`src/rtl/fifo_wr_arbiter.sv`:
```
// Round-robin arbiter sharing one FIFO write port between N_REQ byte producers.
// A granted producer owns the port for a burst of up to MAX_BURST bytes; writes stall on fifo_full.
module fifo_wr_arbiter #(
  parameter int unsigned N_REQ     = 4,
  parameter int unsigned DATA_W    = 8,
  parameter int unsigned MAX_BURST = 4,
  parameter int unsigned BEAT_W    = $clog2(MAX_BURST + 1)
) (
  input  logic                      clk,
  input  logic                      reset,
  input  logic [N_REQ-1:0]          req,
  input  logic [N_REQ*DATA_W-1:0]   req_data,
  output logic [N_REQ-1:0]          ack,
  output logic [N_REQ-1:0]          grant,
  output logic                      busy,
  input  logic                      fifo_full,
  output logic                      fifo_wr,
  output logic [DATA_W-1:0]         fifo_data
);

  localparam int unsigned PTR_W = (N_REQ > 1) ? $clog2(N_REQ) : 1;

  typedef enum logic [0:0] {
    IDLE  = 1'b0,
    BURST = 1'b1
  } state_t;

  state_t             state, state_nxt;
  logic [N_REQ-1:0]   grant_nxt;
  logic               busy_nxt;
  logic [PTR_W-1:0]   rr_ptr, rr_ptr_nxt;
  logic [PTR_W-1:0]   owner, owner_nxt;
  logic [BEAT_W-1:0]  beat, beat_nxt;

  logic               found;
  logic [PTR_W-1:0]   sel;
  logic               owner_req;
  logic [DATA_W-1:0]  owner_data;
  logic [PTR_W-1:0]   owner_inc;
  logic               last_beat;

  function automatic logic [PTR_W-1:0] wrap_add(input logic [PTR_W-1:0] a, input int unsigned b);
    int unsigned s;
    s = 32'(a) + b;
    if (s >= N_REQ) s = s - N_REQ;
    return PTR_W'(s);
  endfunction

  // First requester at or after rr_ptr, wrapping modulo N_REQ
  always_comb begin
    found = 1'b0;
    sel   = '0;
    for (int unsigned i = 0; i < N_REQ; i++) begin
      if (!found && req[wrap_add(rr_ptr, i)]) begin
        found = 1'b1;
        sel   = wrap_add(rr_ptr, i);
      end
    end
  end

  // Owner's request and byte
  always_comb begin
    owner_req  = req[owner];
    owner_data = '0;
    for (int k = 0; k < N_REQ; k++) begin
      if (owner == PTR_W'(k)) owner_data = req_data[k*DATA_W +: DATA_W];
    end
  end

  assign owner_inc = wrap_add(owner, 1);
  assign last_beat = (beat == BEAT_W'(MAX_BURST - 1));

  // Next-state and write-port outputs
  always_comb begin
    state_nxt  = state;
    grant_nxt  = grant;
    busy_nxt   = busy;
    rr_ptr_nxt = rr_ptr;
    owner_nxt  = owner;
    beat_nxt   = beat;
    fifo_wr    = 1'b0;
    fifo_data  = '0;
    ack        = '0;

    case (state)
      IDLE: begin
        if (found) begin
          owner_nxt = sel;
          grant_nxt = N_REQ'(1) << sel;
          busy_nxt  = 1'b1;
          beat_nxt  = '0;
          state_nxt = BURST;
        end
      end
      BURST: begin
        fifo_data = owner_data;
        fifo_wr   = owner_req & ~fifo_full & ~reset;
        ack       = fifo_wr ? (N_REQ'(1) << owner) : '0;
        if (fifo_wr) begin
          if (last_beat) begin
            state_nxt  = IDLE;
            grant_nxt  = '0;
            busy_nxt   = 1'b0;
            rr_ptr_nxt = owner_inc;
          end else begin
            beat_nxt = beat + BEAT_W'(1);
          end
        end else if (!owner_req) begin
          // Owner withdrew: give up the port, keep beat as-is
          state_nxt  = IDLE;
          grant_nxt  = '0;
          busy_nxt   = 1'b0;
          rr_ptr_nxt = owner_inc;
        end
      end
      default: begin
        state_nxt = IDLE;
        grant_nxt = '0;
        busy_nxt  = 1'b0;
      end
    endcase
  end

  always_ff @(posedge clk) begin
    if (reset) begin
      state  <= IDLE;
      grant  <= '0;
      busy   <= 1'b0;
      rr_ptr <= '0;
      owner  <= '0;
      beat   <= '0;
    end else begin
      state  <= state_nxt;
      grant  <= grant_nxt;
      busy   <= busy_nxt;
      rr_ptr <= rr_ptr_nxt;
      owner  <= owner_nxt;
      beat   <= beat_nxt;
    end
  end

  a_grant_onehot0: assert property (@(posedge clk) disable iff (reset) $onehot0(grant));
  a_wr_ack_grant:  assert property (@(posedge clk) disable iff (reset) fifo_wr |-> (ack == grant));
  a_beat_bound:    assert property (@(posedge clk) disable iff (reset) beat <= BEAT_W'(MAX_BURST - 1));

endmodule

```
`config.mk`:
```
export PLATFORM = sky130hd
export DESIGN_NAME = fifo_wr_arbiter
export DESIGN_NICKNAME = d
export VERILOG_FILES = /design/src/rtl/fifo_wr_arbiter.sv
export SDC_FILE = /design/constraint.sdc
export NUM_CORES = 1
export LEC_CHECK = 0
export ABC_AREA = 1
export BUFFER_PORTS_ARGS = -buffer_cell sky130_fd_sc_hd__buf_2
export CAP_MARGIN = 20
export CORE_MARGIN = 5
export CORE_UTILIZATION = 52
export CTS_BUF_LIST = sky130_fd_sc_hd__clkbuf_4
export DETAILED_ROUTE_END_ITERATION = 10
export PLACE_DENSITY = 0.87
export SYNTH_ARGS = -nofsm -noshare
export SYNTH_HDL_FRONTEND = slang
export SYNTH_SLANG_ARGS = --single-unit
```
`constraint.sdc`:
```
create_clock -name clk -period 2.5 [get_ports clk]
set_input_delay 0.5 -clock clk [delete_from_list [all_inputs] [get_ports clk]]
set_output_delay 0.5 -clock clk [all_outputs]
set_load 0.1 [all_outputs]
```
==> results by stage, run 1 <==
Clock tree:
- For this design, the CTS-stage hold fixing added 0 buffers.
- Counting every sink on the clock net gives 13.
- CTS built an H-tree with a depth of 1.
- After clock tree synthesis, the clock-pin slew on the worst setup and hold paths is 0.08 ns.
- The tree is rooted in a clkbuf_4.
- The clock tree from TritonCTS is yes.
- The clock latency on the worst-skew pair is 0.28 ns.
- The buffer depth of the longest clock path is 2.
- In this run, CTS created clock tree buffers numbering 3.

STA:
- The minimum clock period after layout is 2.45 ns.
- The slew at the pin closest to its max-slew limit is 0.502 ns.
- The final-layout setup total negative slack is 0 ns.
- The number of slew-limit violations in the final report was 0.
- The worst pin sits at a relative slew slack of 0.665.
- The final number of setup-violating endpoints is 0.
- The achievable frequency is 408 MHz.
- The final hold violation count is 0.
- Across all hold checks on the routed design, the worst slack comes to 0.485 ns.
- Dividing the final minimum period by the clock period gives 0.981.
- Between clock sinks in the finished design, the worst skew comes to 0.00494 ns.

Hold path:
- The worst hold path passes through 2 cells.
- The worst hold path terminates at busy.
- The min-delay analysis places its worst path in the category flop to flop.
- The startpoint of the most critical hold path is busy.

Layout:
- With fillers left out, the area of the finished cells amounts to 1930 um^2.
- Relative to the synthesized area, the layout overhead comes to 53.2%.
- The number of filler instances in the final layout is 138.
- The most common cell after layout, fill and taps aside is buf_2.
- Once layout is complete, the cells apart from fillers number 294.
- The final net count is 312.
- The share of post-route cells with drive strength above 1 is 0.466.
- The total inserted antenna cells is 0.
- In the layout the commonest cells are buf_2 (44), nand2_1 (38), o21ai_0 (27), inv_1 (16), nor2_1 (15).

Critical path:
- The data required time of the worst path is 2.00 ns.
- The worst setup path is captured at a primary output.
- The reg-to-reg critical path startpoint is rr_ptr[0].
- The worst setup path is of the flop to primary output kind.
- Of all nets on the critical path, the largest fanout is 9.
- Across all register-to-register paths, the minimum setup slack is 0.72 ns.
- Data arrives at the worst endpoint at 1.95 ns.
- For the worst flop-to-flop path, the logic depth is 12.
- STA classifies the critical path startpoint as a flop.
- The worst register-to-register path ends at beat[2].

Synth:
- The post-synthesis sequential area ratio is 0.206.
- The most used flip-flop cell after synthesis is dfxtp_1.
- The synthesized instance count is 203.
- For this run, asynchronously set or reset flops after synthesis account for 0.
- The synthesized design contains 13 register bits.
- The synthesized netlist net count is 248.
- The synthesized design contains 0 enable-type register cells.
- The mapped cell area is 1260 um^2.
- The number of distinct library cell variants in the gate-level netlist after synthesis is 28.
- The count of warnings emitted by yosys is 0.
- The average instance in the mapped netlist occupies 6.22 um^2.

Power and ir drop:
- In this run the static leakage power is 0.886 nW.
- The power density over the cells is 1420 nW/um^2.
- Across the VDD grid, the largest voltage drop is 1.18 mV.
- Summing internal, switching and leakage power gives 0.00275 W.

GRT:
- Entering global routing, the biggest net connects 18 pins.
- The via count of the first global-routing pass is 1,464.
- The number of antenna violations at the first check in global routing is 0.
- The overall routing resource usage is 0.234.
- The global route total overflow is 0.
- The first-pass GRT wire length is 6.47 mm.

Die:
- For this configuration, the core starts out at a cell density of 0.560.
- The floorplan step set the die height to 59.3 um.
- The number of cell rows is 17.
- After floorplanning, the core was sized to cover 2250 um^2.
- The width of the die is 59.3 um.
- The overall die area is 3510 um^2.
- Pin placement for this block handled 57 I/O pins.

Detailed routing:
- The via count normalized by instance count is 5.54.
- The number of remaining DRC errors is 0.
- Dividing the detail-routed wire length by the instance count gives 15.2 um.
- The final wirelength is 4.46 mm.
- The number of antenna-violating nets in the routed design is 0.
- The number of detailed-routing iterations run before antenna repair is 5.
- The number of DRC markers after the initial detailed-route iteration is 99.
- Across all layers, the routed design uses 1,628 vias.

Status:
- The flow ran to the end, and the final reports show no timing, DRC or antenna violations.

Place:
- The congestion estimate from routability-driven global placement came to 0.906.
- The placed cell area is 1800 um^2.
- The count of input and output buffers is 56.
- The estimated wirelength of the detail-placed design is 3.15 mm.
- Counting tap cells, the placed design contains a total of 283 instances.

Flow run:
- The tool flagged a number of max-cap violations equal to 0.
sequential cells by signal, summed over array words and instances (netlist names):
name,count
state,1
grant,4
beat,3
owner,2
busy,1
rr_ptr,2
per-layer routing:
| layer | vias up | wire, um | share of wire | track usage |
|---|---|---|---|---|
| met4 | 0 | 44 | 0.0099 | 0.0550 |
| met3 | 7 | 428 | 0.096 | 0.0349 |
| met5 | - | 0 | 0 | 0 |
| li1 | 784 | - | - | - |
| met1 | 734 | 1670 | 0.37 | 0.278 |
| met2 | 103 | 2320 | 0.52 | 0.434 |
metrics by stage:
step                      setup WS, ns   util
after global placement           0.376  0.800
final                           0.0487  0.858
after global routing           -0.0657  0.858
after detailed placement         0.323  0.800
after floorplan                 -0.127      -
after CTS                       0.0399  0.814
synth_stat cells (3+ instances only):
cell type	count	area share
a21oi_1	21	0.083
o21ai_0	29	0.11
nand2_1	38	0.11
dfxtp_1	13	0.21
inv_1	20	0.059
nor2_1	19	0.056
clkbuf_1	5	0.015
nand3_1	13	0.052
ha_1	6	0.059
inv_2	3	0.0089
a21oi_2	5	0.035
nand2_2	12	0.059
area by class of cell:
cell class                      instances  area (um^2)  area share
Clock inverter                          1         5.00     0.00259
Sequential cell                        13          263       0.136
Multi-Input combinational cell        156          938       0.485
Inverter                               27          125      0.0647
Timing Repair inverter                  2         12.5     0.00647
Clock buffer                            3         22.5      0.0116
Timing Repair Buffer                   64          533       0.276
Tap cell                               28         35.0      0.0181
worst max-delay path: stages (launching register included):
cell        delay [ns]
dfxtp_2           0.37
inv_2             0.13
ha_2              0.25
clkinvlp_4        0.18
o21ai_0           0.15
o21ai_0           0.21
a21oi_4           0.19
buf_12            0.19
power by group:
part	leakage (nW)	switching (W)	internal [W]
sequential	0.107	0.0000899	0.000268
clock	0.0177	0.0000731	0.0000594
combinational	0.761	0.00153	0.000729
total	0.886	0.00169	0.00106
repair_timing:
action,CTS,global route
endpoints found under the setup margin,1,8
buffers inserted,0,5
pin swaps,0,1
cloned,0,2
gates resized for setup,2,13
how the worst max path moves through the flow:
stage	start	to	slack, ns	cells after the start
final	owner[0]	fifo_data[6]	0.05	7
after global routing	owner[0]	fifo_data[6]	-0.07	7
after CTS	owner[0]	fifo_data[1]	0.04	7
after detailed placement	owner[0]	fifo_data[1]	0.32	7
after global placement	reset	fifo_wr	0.38	5
after floorplan	owner[1]	fifo_data[0]	-0.13	8
cell families (layout without fill, tap and decap cells):
logic type / Yosys count / after routing / share of synthesized area
adder cells (fa/ha/maj): 6 / 6 / 0.0595
AO/OA/AOI/OAI: 57 / 57 / 0.246
buffers and inverters: 34 / 97 / 0.120
AND/OR/NAND/NOR: 93 / 93 / 0.369
flip-flops: 13 / 13 / 0.206
No activity file was read; power rests on OpenSTA's default activity.
==> inputs of run 2 (changes only) <==
CORE_ASPECT_RATIO = 1.2   (was not set)
SLEW_MARGIN = 5   (was not set)
==> run 2 against run 1 <==
Flip-flop and latch count unchanged. Maximum frequency up 2.2%. Routed wire length decreased by 3.4%. Count of clock-buffer cells in the layout up 1. Combinational power about the same. Critical path depth up 2. Core utilization down 2.9 points. Register-to-register slack about the same. Largest cell class unchanged. Highest routed layer unchanged.
==> results by stage, run 2 (synthesis results as in run 1) <==
Status:
- The flow ran to the end, and the final reports show no timing, DRC or antenna violations.

Clock tree:
- The post-cts hold buffer count is 0 (unchanged).
- The buffer depth of the longest clock path is 2 (unchanged).
- The clock-pin slew of the registers on the worst-case setup and hold paths is 0.08 ns (about the same).
- The TritonCTS buffer count came to 3 (unchanged).
- The clock root buffer is clkbuf_4.
- The deepest level of the CTS H-tree is 1 (unchanged).
- The clock tree from TritonCTS is yes.
- The clock latency on the worst-skew pair is 0.28 ns (about the same).
- The total number of clock tree sinks came to 13 (unchanged).

Place:
- The estimated wirelength of the detail-placed design is 3.16 mm (+0.31%).
- The post-place setup slack came to 0.343 ns (+0.0199 ns).
- The routability congestion estimate from global placement was 0.860 (-5.1%).
- The count of input and output buffers is 56 (unchanged).

GRT:
- The via count of the first global-routing pass was 1,494 (+2.0%).
- The number of antenna violations at the first check in global routing is 0 (unchanged).
- The first-pass GRT wire length is 6.43 mm (-0.54%).
- The met3 global-route usage is 0.0465 (+0.0117).
- The global route total overflow is 0 (unchanged).
- The busiest metal layer after global routing is met2.
- The pin count of the biggest net entering global routing came to 18 (unchanged).
- The overall routing resource usage is 0.238 (+0.00358).
- The met1 layer usage reported by global route was 0.261 (-0.0170).
- The global-route met2 utilization is 0.420 (-0.0136).

Power and ir drop:
- The switching component of the power is 0.00167 W (-1.5%).
- The reported leakage power is 0.872 nW (-1.6%).
- The maximum ir drop on the vdd rail came to 1.08 mV (-8.2%).
- The power density over the cells is 1430 nW/um^2 (+0.56%).
- The clock share of power came to 0.053 (+0.005).
- The share of total power consumed by net switching is 0.610 (-0.00536).
- The combinational power share came to 0.816 (-0.006).
- The cell-internal power is 0.00106 W (+0.71%).
- The part of the power in registers was 0.131 (about the same).

Die:
- The area of the core was 2310 um^2 (+2.3%).
- The width of the die is 55.0 um (-7.2%).
- The number of cell rows was 19 (+2).
- The effective utilization at floorplan is 0.547 (-0.0125).
- The number of top-level design ports is 57 (unchanged).
- The overall die area is 3520 um^2 (+0.13%).
- The chip height is 64.0 um (+7.9%).

Detailed routing:
- The number of DRC markers after the initial detailed-route iteration is 69 (-30%).
- The number of antenna-violating nets in the routed design came to 0 (unchanged).
- The number of remaining DRC errors is 0 (unchanged).
- The average wire length per cell after detail routing came to 14.6 um (-3.4%).
- The via count normalized by instance count is 5.45 (-1.6%).
- The via total after detailed routing came to 1,602 (-1.6%).
- The number of detailed-routing iterations run before antenna repair is 5 (unchanged).
- The final wirelength is 4.31 mm (-3.4%).

Critical path:
- The data required time of the worst path came to 2.00 ns (about the same).
- The worst setup path category is flop to primary output.
- The critical path endpoint category is a primary output.
- The data arrival time of the worst path is 1.90 ns (-0.05 ns).
- STA classifies the critical path startpoint as a flop.
- The maximum fanout along the worst path is 6 (-3).

STA:
- Setup repair after global routing left no endpoint under its margin.
- The final critical-path share of the clock period is 0.959 (-0.0215).
- The final hold slack is 0.488 ns (+0.00335 ns).
- The final number of setup-violating endpoints is 0 (unchanged).
- The final hold violation count is 0 (unchanged).
- The achievable frequency was 417 MHz (+2.2%).
- The number of slew-limit violations in the final report is 0 (unchanged).
- The clock skew after layout was 0.00339 ns (-0.00155 ns).
- The minimum clock period after layout is 2.40 ns (-0.0538 ns).
- The slew at the pin closest to its max-slew limit came to 0.493 ns (-0.00917 ns).
- The final worst-path setup slack is 0.103 ns (+0.0538 ns).
- The max-slew headroom at the worst pin is 0.674 (+0.00883).

Layout:
- The relative area change from synthesis to final layout is 51.3%.
- Ranked by flip-flop count, first place goes to grant.
- Leaving out fill and tap cells, the most frequent cell in the layout is buf_2.
- In the layout the commonest cells are buf_2 (44), nand2_1 (38), o21ai_0 (24), inv_1 (16), nor2_1 (15).
- The total inserted antenna cells is 0 (unchanged).
- The flip-flop count of the largest register after layout is 4 (unchanged).
- The final net count is 309 (-0.96%).
- The number of filler instances in the final layout is 143 (+3.6%).
- In the final layout, the registers with the most flip-flops are grant: 4 flops, beat: 3 flops.
- The share of post-route cells with drive strength above 1 was 0.460 (-0.00609).

Flow run:
- The max-cap check violation count is 0 (unchanged).

Hold path:
- The type of the tightest min-delay check is flop to flop.
==> run 2: cell count changes in the layout (fill, tap and decap cells not counted), sizes merged <==
| cell | before | now |
|---|---|---|
| clkinv | 1 | 0 |
| clkbuf | 3 | 4 |
| clkinvlp | 5 | 4 |
| buf | 64 | 62 |
==> run 2: path summary, 6_finish.rpt <==
path / startpoint / endpoint / slack [ns] / cells past startpoint
worst min-delay path: beat[1] / beat[1] / 0.49 / 2
worst max register to register: rr_ptr[0] / beat[2] / 0.71 / 10
worst max-delay path: owner[1] / fifo_data[1] / 0.10 / 9
worst min register to register: beat[1] / beat[1] / 0.49 / 2
==> run 2: power by group through the flow <==
stage	clock network (W)	logic [W]	registers, W
floorplan	0	0.00141	0.000469
global placement	0	0.00203	0.000341
detailed placement	0	0.00207	0.000345
CTS	0.000148	0.00208	0.000342
global route	0.000159	0.00238	0.000366
finish	0.000144	0.00223	0.000358
==> run 2: metrics by stage <==
step	power [W]	instances	utilization	area [um^2]	setup TNS, ns
after global routing	0.00291	294	0.829	1910	0
after detailed placement	0.00242	285	0.780	1800	0
after floorplan	0.00188	203	-	1320	-1.13
after CTS	0.00257	289	0.793	1830	0
after global placement	0.00237	285	0.780	1800	0
final	0.00273	294	0.829	1910	0
==> run 2: final cells by class <==
| class | count | area [um^2] | area share |
|---|---|---|---|
| Sequential cell | 13 | 265 | 0.139 |
| Clock buffer | 4 | 30.0 | 0.0157 |
| Timing Repair Buffer | 62 | 505 | 0.265 |
| Multi-Input combinational cell | 156 | 938 | 0.491 |
| Inverter | 27 | 125 | 0.0655 |
| Tap cell | 31 | 38.8 | 0.0203 |
| Timing Repair inverter | 1 | 7.51 | 0.00393 |
==> run 2: routing by layer <==
layer / part of all wire / up-vias
li1: - / 782
met1: 0.37 / 724
met2: 0.51 / 79
met3: 0.087 / 17
met4: 0.033 / 0
met5: 0 / -
==> run 2: critical path, cell delays in order, from the launching register on <==
cell and delay, ns:
dfxtp_4 0.39, inv_2 0.07, ha_2 0.19, clkinvlp_4 0.12, buf_4 0.15, nor2_1 0.05, o21ai_0 0.14, o21ai_0 0.12
a21oi_2 0.19, buf_12 0.20
==> run 2: timing repair <==
action,CTS,global route
setup endpoints to repair,0,8
gates resized for setup,0,21
buffers inserted,0,4
==> inputs of run 3 (changes only) <==
CORE_ASPECT_RATIO = 1.1   (was 1.2)
CORE_UTILIZATION = 49   (was 52)
PLACE_DENSITY = 0.83   (was 0.87)
clock period = 2.7 ns   (was 2.5 ns; I/O delays follow)
==> run 3 against run 2 <==
First-iteration DRC count increased by 25%. Combinational power shrank 22%. Count of clock-buffer cells in the layout unchanged. Non-clock buffer count down 5. Global-route usage down 5.3 points. Cell count is 2.0% lower. Die area grew 5.0%.
==> results by stage, run 3 (synthesis results as in run 1) <==
Detailed routing:
- The number of antenna-violating nets in the routed design was 0 (unchanged).
- The number of remaining DRC errors was 0 (unchanged).
- The number of DRC markers after the initial detailed-route iteration is 86 (+25%).
- The via count normalized by instance count is 5.08 (-6.7%).
- The average wire length per cell after detail routing came to 11.9 um (-19%).
- The final wirelength is 3.42 mm (-21%).
- The number of detailed-routing iterations run before antenna repair is 4 (-1).
- The via total after detailed routing is 1,464 (-8.6%).

GRT:
- The global-route met2 utilization came to 0.324 (-0.0961).
- The overall routing resource usage was 0.185 (-0.0526).
- The number of antenna violations at the first check in global routing came to 0 (unchanged).
- The via count of the first global-routing pass was 1,332 (-11%).
- The global route total overflow is 0 (unchanged).
- The met1 layer usage reported by global route is 0.219 (-0.0414).
- The first-pass GRT wire length came to 5.59 mm (-13%).
- The global routing stage identified its most utilized layer as met2.
- The pin count of the biggest net entering global routing came to 18 (unchanged).
- The met3 global-route usage is 0.0469 (+0.000427).

Critical path:
- The critical path endpoint category is a primary output.
- The reg-to-reg critical path startpoint is rr_ptr[0].
- The reg-to-reg endpoint is grant[2].
- The data required time of the worst path is 2.16 ns (+0.16 ns).
- The maximum fanout along the worst path was 17 (+11).
- The minimum setup slack among reg-to-reg paths came to 0.92 ns (+0.21 ns).
- The launching element type of the critical path is a flop.
- The worst setup path category is flop to primary output.
- The critical path starts at owner[0].
- The data arrival time of the worst path came to 1.99 ns (+0.09 ns).
- The critical path ends at fifo_data[7].
- The length in cells of the worst reg-to-reg path is 10 (unchanged).

Clock tree:
- The total number of clock tree sinks was 13 (unchanged).
- The deepest level of the CTS H-tree is 1 (unchanged).
- The setup fix buffers added after clock tree synthesis is 0 (unchanged).
- The TritonCTS buffer count came to 3 (unchanged).
- CTS placed an instance of clkbuf_4 at the clock tree root.
- The clock-pin slew of the registers on the worst-case setup and hold paths is 0.08 ns (about the same).
- The clock tree from TritonCTS is yes.
- The buffer depth of the longest clock path is 2 (unchanged).
- The post-cts hold buffer count was 0 (unchanged).
- The clock latency on the worst-skew pair is 0.27 ns (about the same).

Die:
- The number of top-level design ports came to 57 (unchanged).
- The overall die area came to 3690 um^2 (+5.0%).
- The effective utilization at floorplan is 0.506 (-0.0417).
- The number of cell rows was 19 (unchanged).
- The chip height came to 63.2 um (-1.2%).
- The area of the core is 2500 um^2 (+8.2%).
- The width of the die came to 58.4 um (+6.2%).

STA:
- Setup repair after global routing left no endpoint under its margin.
- The number of slew-limit violations in the final report is 0 (unchanged).
- The final-layout setup total negative slack is 0 ns (unchanged).
- The final number of setup-violating endpoints came to 0 (unchanged).
- The max-slew headroom at the worst pin is 0.668 (-0.00561).
- The final critical-path share of the clock period is 0.937.
- After layout, the minimum clock period comes to 2.53 ns.
- The achievable frequency is 395 MHz.
- The final hold violation count came to 0 (unchanged).
- The slew at the pin closest to its max-slew limit was 0.497 ns (+0.00435 ns).
- The clock skew after layout is 0.00136 ns (-0.00203 ns).
- The final worst-path setup slack is 0.169 ns (+0.0667 ns).

Place:
- The count of input and output buffers came to 56 (unchanged).
- The estimated wirelength of the detail-placed design is 2.76 mm (-13%).
- The post-place setup slack is 0.261 ns (-0.0825 ns).
- The routability congestion estimate from global placement is 0.855 (-0.56%).

Power and ir drop:
- The power density over the cells is 1300 nW/um^2 (-8.8%).
- The final total power was 0.00218 W (-20%).
- The reported leakage power is 0.815 nW (-6.6%).
- The maximum ir drop on the vdd rail is 0.808 mV (-25%).

Hold path:
- The min-delay analysis places its worst path in the category flop to flop.

Layout:
- The largest registers in the layout are grant: 4 flops, beat: 3 flops.
- The largest register by flop count is grant.
- The total inserted antenna cells came to 0 (unchanged).
- The number of filler instances in the final layout is 228 (+59%).
- The flip-flop count of the largest register after layout came to 4 (unchanged).
- The final net count is 303 (-1.9%).
- In the layout the commonest cells are buf_2 (48), nand2_1 (38), o21ai_0 (29), nor2_1 (19), inv_1 (18).
- The relative area change from synthesis to final layout is 32.5%.
- Leaving out fill and tap cells, the most frequent cell in the layout is buf_2.
- The share of post-route cells with drive strength above 1 is 0.412 (-0.0476).

Status:
- The run finished with clean final reports.

Flow run:
- The max-cap check violation count came to 0 (unchanged).
==> run 3: final cells by class <==
type / instances / area [um^2] / share of cell area
flip-flops and latches: 13 / 260 / 0.156
repair buffers: 57 / 333 / 0.199
well taps: 31 / 38.8 / 0.0232
clock buffers: 4 / 30.0 / 0.0180
multi-input cells: 156 / 886 / 0.530
inverters: 27 / 125 / 0.0748
==> run 3: how the worst min path moves through the flow <==
stage / start / to / cells after the start
6_report: busy / busy / 2
5_1_grt: beat[2] / beat[2] / 2
4_1_cts: busy / busy / 2
3_5_place_dp: busy / busy / 2
3_3_place_gp: busy / busy / 2
2_1_floorplan: beat[2] / beat[2] / 2
==> run 3: per-layer routing <==
metal  vias to the layer above  wire (um)
met2                        59       1650
met3                         2        382
met5                         -          0
met4                         0          9
li1                        771          -
met1                       632       1370
==> run 3: report_power, final <==
part	switching [W]	total (W)	internal, W
combinational	0.00127	0.00174	0.000465
clock	0.0000601	0.000127	0.0000673
sequential	0.0000722	0.000317	0.000245
==> run 3: critical path, stage by stage (launching register included) <==
cell	delay [ns]
dfxtp_1	0.37
inv_1	0.16
ha_1	0.21
clkinvlp_4	0.22
o21ai_0	0.14
o21ai_0	0.15
a21oi_2	0.16
buf_4	0.31
==> run 3: repair_timing <==
action,4_1_cts,5_1_grt
gates cloned,0,0
setup endpoints to repair,1,7
resized for setup,1,13
==> run 3: stage by stage <==
step	area, um^2	instances	util	hold slack, ns
6_report	1670	288	0.670	0.469
5_1_grt	1670	288	0.670	0.493
4_1_cts	1640	288	0.659	0.472
3_5_place_dp	1610	284	0.646	0.460
3_3_place_gp	1610	284	0.646	0.453
2_1_floorplan	1290	203	-	0.448
